--- config.mk ---
export PLATFORM = sky130hd
export DESIGN_NAME = msg_serializer
export DESIGN_NICKNAME = d
export VERILOG_FILES = /design/src/rtl/msg_serializer_pkg.sv /design/src/rtl/msg_bit_cnt.sv /design/src/rtl/msg_serializer.sv
export SDC_FILE = /design/constraint.sdc
export NUM_CORES = 1
export LEC_CHECK = 0
export CORE_AREA = 2 2 39 41
export CTS_CLUSTER_DIAMETER = 100
export DETAILED_ROUTE_END_ITERATION = 10
export DIE_AREA = 0 0 41 43
export PLACE_DENSITY = 0.77
export SLEW_MARGIN = 10
export SYNTH_ARGS = -nofsm -noshare
export SYNTH_HDL_FRONTEND = slang
export SYNTH_SLANG_ARGS = --single-unit
export TNS_END_PERCENT = 1
--- constraint.sdc ---
create_clock -name clk -period 2.8 [get_ports clk]
set_clock_uncertainty 0.05 [all_clocks]
set_input_delay 0.56 -clock clk [delete_from_list [all_inputs] [get_ports clk]]
set_output_delay 0.56 -clock clk [all_outputs]
set_load 0.05 [all_outputs]
--- src/rtl/msg_serializer_pkg.sv ---
// Shared types and constants for the msg_serializer slice.
// Defining PARITY_EN adds the PARITY state to the encoding.
package msg_serializer_pkg;

  localparam int unsigned DEF_MSG_W = 5;
  localparam logic        IDLE_LVL  = 1'b1;

`ifdef PARITY_EN
  typedef enum logic [2:0] {IDLE, START, DATA, PARITY, STOP} ser_state_e;
`else
  typedef enum logic [1:0] {IDLE, START, DATA, STOP} ser_state_e;
`endif

endpackage

--- src/rtl/msg_bit_cnt.sv ---
// Tick-qualified up-counter with synchronous clear, enable and a
// terminal-count flag; it holds at LAST rather than wrapping.
module msg_bit_cnt
  import msg_serializer_pkg::*;
#(
  parameter int unsigned W    = 1,
  parameter int unsigned LAST = 0
) (
  input  logic clk,
  input  logic rst,
  input  logic clr,
  input  logic en,
  input  logic tick,
  output logic tc
);

  logic [W-1:0] cnt;

  always_ff @(posedge clk or negedge rst) begin
    if (!rst) begin
      cnt <= '0;
    end else if (clr) begin
      cnt <= '0;
    end else if (en && tick && !tc) begin
      cnt <= cnt + W'(1);
    end
  end

  assign tc = (cnt == W'(LAST));

endmodule

--- src/rtl/msg_serializer.sv ---
// Tick-paced parallel-to-serial transmitter: start bit, data LSB first,
// optional even parity (PARITY_EN), STOP_BITS stop bits; idle line high.
module msg_serializer
  import msg_serializer_pkg::*;
#(
  parameter int unsigned MSG_W     = DEF_MSG_W,
  parameter int unsigned STOP_BITS = 1
) (
  input  logic             clk,
  input  logic             rst,
  input  logic             tick,
  input  logic             start,
  input  logic [MSG_W-1:0] msg,
  output logic             tx_out,
  output logic             busy,
  output logic             done
);

  localparam int unsigned BW = (MSG_W > 1) ? $clog2(MSG_W) : 1;

  ser_state_e       state, state_nxt;
  logic [MSG_W-1:0] shreg;
  logic             accept;
  logic             bit_tc;
  logic             stop_tc;
  logic             cnt_clr;
`ifdef PARITY_EN
  logic             par;
`endif

  assign accept  = (state == IDLE) && start;
  assign cnt_clr = (state == IDLE);

  always_ff @(posedge clk or negedge rst) begin
    if (!rst) begin
      state <= IDLE;
    end else begin
      state <= state_nxt;
    end
  end

  always_ff @(posedge clk or negedge rst) begin
    if (!rst) begin
      shreg <= '0;
`ifdef PARITY_EN
      par   <= 1'b0;
`endif
    end else if (accept) begin
      shreg <= msg;
`ifdef PARITY_EN
      par   <= ^msg;
`endif
    end else if ((state == DATA) && tick) begin
      shreg <= {IDLE_LVL, shreg[MSG_W-1:1]};
    end
  end

  msg_bit_cnt #(
    .W    (BW),
    .LAST (MSG_W - 1)
  ) u_bit_cnt (
    .clk  (clk),
    .rst  (rst),
    .clr  (cnt_clr),
    .en   (state == DATA),
    .tick (tick),
    .tc   (bit_tc)
  );

  msg_bit_cnt #(
    .W    (1),
    .LAST (STOP_BITS - 1)
  ) u_stop_cnt (
    .clk  (clk),
    .rst  (rst),
    .clr  (cnt_clr),
    .en   (state == STOP),
    .tick (tick),
    .tc   (stop_tc)
  );

  // Only IDLE->START ignores tick; every other move waits for the strobe.
  always_comb begin
    state_nxt = state;
    case (state)
      IDLE:   if (start) state_nxt = START;
      START:  if (tick) state_nxt = DATA;
`ifdef PARITY_EN
      DATA:   if (tick && bit_tc) state_nxt = PARITY;
      PARITY: if (tick) state_nxt = STOP;
`else
      DATA:   if (tick && bit_tc) state_nxt = STOP;
`endif
      STOP:   if (tick && stop_tc) state_nxt = IDLE;
      default: state_nxt = IDLE;
    endcase
  end

  // done is raised during the last STOP cycle so a start there is still
  // seen in STOP and dropped; busy falls as the state lands in IDLE.
  always_comb begin
    tx_out = IDLE_LVL;
    busy   = 1'b1;
    done   = 1'b0;
    case (state)
      IDLE:   busy = 1'b0;
      START:  tx_out = ~IDLE_LVL;
      DATA:   tx_out = shreg[0];
`ifdef PARITY_EN
      PARITY: tx_out = par;
`endif
      STOP:   done = tick && stop_tc;
      default: busy = 1'b0;
    endcase
  end

endmodule

==> run metrics <==
run status=finished, final reports clean; most common flop cell mapped by yosys=dfrtp_1; number of ports placed on the die boundary=12; post-detailed-route count of antenna-violating nets=0; most common cell after layout, fill and taps aside=dfrtp_1; half-perimeter wire length after placement=945 um; final number of max-transition violations=0; CTS H-tree lvls=1; Clock Root Buffer=clkbuf_4; Peak supply drop=416 uV; hold violation count in the final report=0; number of cells produced by synthesis=66; Startpoint Class=flip-flop; starting utilization of the core area=48.8%; residual overflow from global routing=0; final routed DRC violation total=0; routability cong.=0.775; via count normalized by instance count=5.12; Setup CP Type=flip-flop to primary output; area post-placement=793 um2; final cycle utilization of the critical path=90.7%; post-detailed-route wirelength per cell=12.5 um; floorplan die area=1760 um2; crit path max-delay cell type=clkdlybuf4s50_1; clock latency reported for the late side of the worst-skew pair=0.27 ns; most repeated library cell on the critical path=inv_1; commonest cells after routing, fill and taps aside=dfrtp_1 (11), clkdlybuf4s50_1 (9), o21ai_0 (8); synthesized net count=81; # setup viols final=0; initial antenna violation count=0; Worst EP required=2.19 ns; maximum number of pins on one net before global-route repair=12; sequential cell area fraction in the yosys report=40.7%; headroom to the max-slew limit=66.7%; endpoint arrival time on the critical path=1.93 ns; number of distinct library cells after synthesis=27; row cnt=14; Mapped Area=676 um2; yosys warns=0; worst min path class=flip-flop to flip-flop; antenna cell count=0; number of global-route vias before repair=487; Finished Cell Area=822 um2; total core area=1380 um2; number of max-capacitance violations reported=0; worst-margin pin slew=0.499 ns; worst hold slack after final layout=0.501 ns; global-route wire length before repair=2060 um; Die Span X=41 um; initial DRC count=0; post-route total power=861 uW; GRT Overall Usage=17.4%; via count of the routed design=481; per-instance average area after synthesis=10.2 um2; leakage power=0.000384 uW; layout net count=94; area used by multi-input combinational logic=359 um2; clock buffers created by TritonCTS=3; fill cell count=114; count of input and output buffers=11; area delta synth->final=21.7%; vertical die dimension=43 um; async set-or-reset flop fraction in the synthesized netlist=100%; setup total negative slack=0 ns; flop and latch count out of synthesis=11; Power Density=1050 nW/um2; fin crit period=2.54 ns; Pre-antenna DRT Iters=1; number of synthesized flops with an enable pin=0; # Post-CTS Setup Buffers=0; total wirelength of the detailed-routed design=1180 um; clock buffer depth=2; post-CTS clock slew at the launch and capture registers of the worst setup and hold paths=0.07 ns; area of all sequential standard cells=275 um2; unrepaired setup endpoints after global routing=false; cell chain of the critical path=inv_1 > ha_1 > inv_1 > clkdlybuf4s50_1; kind of capture point of the worst setup path=primary output; Crit path largest cell delay=0.79 ns; TritonCTS clock tree=yes; # clock sinks=11; layout cell share with drive strength beyond 1=12.8%; largest driver fanout on the critical path=7; maximum frequency from static timing analysis=394 MHz
final timing paths:
kind,end,startpoint,cells after the start,slack (ns)
min in group asynchronous,u_stop_cnt.cnt$_DFFE_PN0P_,rst,1,0.56
worst min register to register,shreg[4]$_DFFE_PN0P_,shreg[4]$_DFFE_PN0P_,2,0.50
worst min-delay path,shreg[4]$_DFFE_PN0P_,shreg[4]$_DFFE_PN0P_,2,0.50
max in group asynchronous,shreg[0]$_DFFE_PN0P_,rst,1,1.81
worst max register to register,state[1]$_DFFE_PN0P_,state[1]$_DFFE_PN0P_,5,0.99
worst max-delay path,busy,state[0]$_DFFE_PN0P_,4,0.26
power by group:
group | internal (uW) | total, uW | switching, uW
clock network | 55.1 | 109 | 53.6
logic | 221 | 486 | 265
registers | 222 | 266 | 43.7
worst max-delay path: cells and delay by family, from the launching register on:
| family | cells | cell delay, ns |
|---|---|---|
| flip-flops | 1 | 0.40 |
| buffers and inverters | 3 | 0.96 |
| adder cells (fa/ha/maj) | 1 | 0.29 |
per-layer routing:
| layer | vias up | track usage, % | part of all wire, % |
|---|---|---|---|
| li1 | 248 | - | - |
| met5 | - | 0 | 0 |
| met3 | 3 | 4.71 | 2.0 |
| met1 | 223 | 24.9 | 47 |
| met2 | 7 | 23.8 | 50 |
| met4 | 0 | 8.00 | 0.76 |
timing repair:
action / in CTS / in global routing
hold buffers: 0 / 0
endpoints found under the setup margin: 0 / 1
resized for setup: 0 / 1
area by class of cell:
| cell class | count | area share (%) |
|---|---|---|
| timing repair buffer | 11 | 14.9 |
| inverter | 5 | 2.28 |
| multi-input combinational | 47 | 43.7 |
| tap | 16 | 2.44 |
| clock buffer | 4 | 3.20 |
| sequential | 11 | 33.5 |
cells in the mapped netlist (2+ instances only):
library cell  count  area (um2)
nand2_1           7        26.3
a21oi_1           3        15.0
dfrtp_1          11         275
ha_1              6        75.1
nand3_1           2        10.0
mux2i_1           4        40.0
and2_1            2        12.5
inv_1             5        18.8
o21ai_0           8        40.0
through the flow:
step	setup WS [ns]	util, %	instances
after floorplan	0.324	-	66
after global placement	0.422	57.3	90
after detailed placement	0.320	57.3	90
after CTS	0.0236	59.2	94
after global routing	0.143	59.4	94
final	0.260	59.4	94
logic make-up (layout without fill, tap and decap cells):
logic type / after synthesis / after routing / share of synthesized area (%)
adders and majority gates: 6 / 6 / 11.1
DFF: 11 / 11 / 40.7
buffers and inverters: 8 / 20 / 6.11
and+or+nand+nor: 21 / 21 / 16.9
AOI/OAI and AO/OA: 15 / 15 / 17.0
muxes: 5 / 5 / 8.15
state kept, by name, indices dropped and copies added (netlist names):
| signal | cells |
|---|---|
| shreg | 5 |
| state | 2 |
| u_bit_cnt.cnt | 3 |
| u_stop_cnt.cnt | 1 |
No activity file was read; power rests on OpenSTA's default activity.
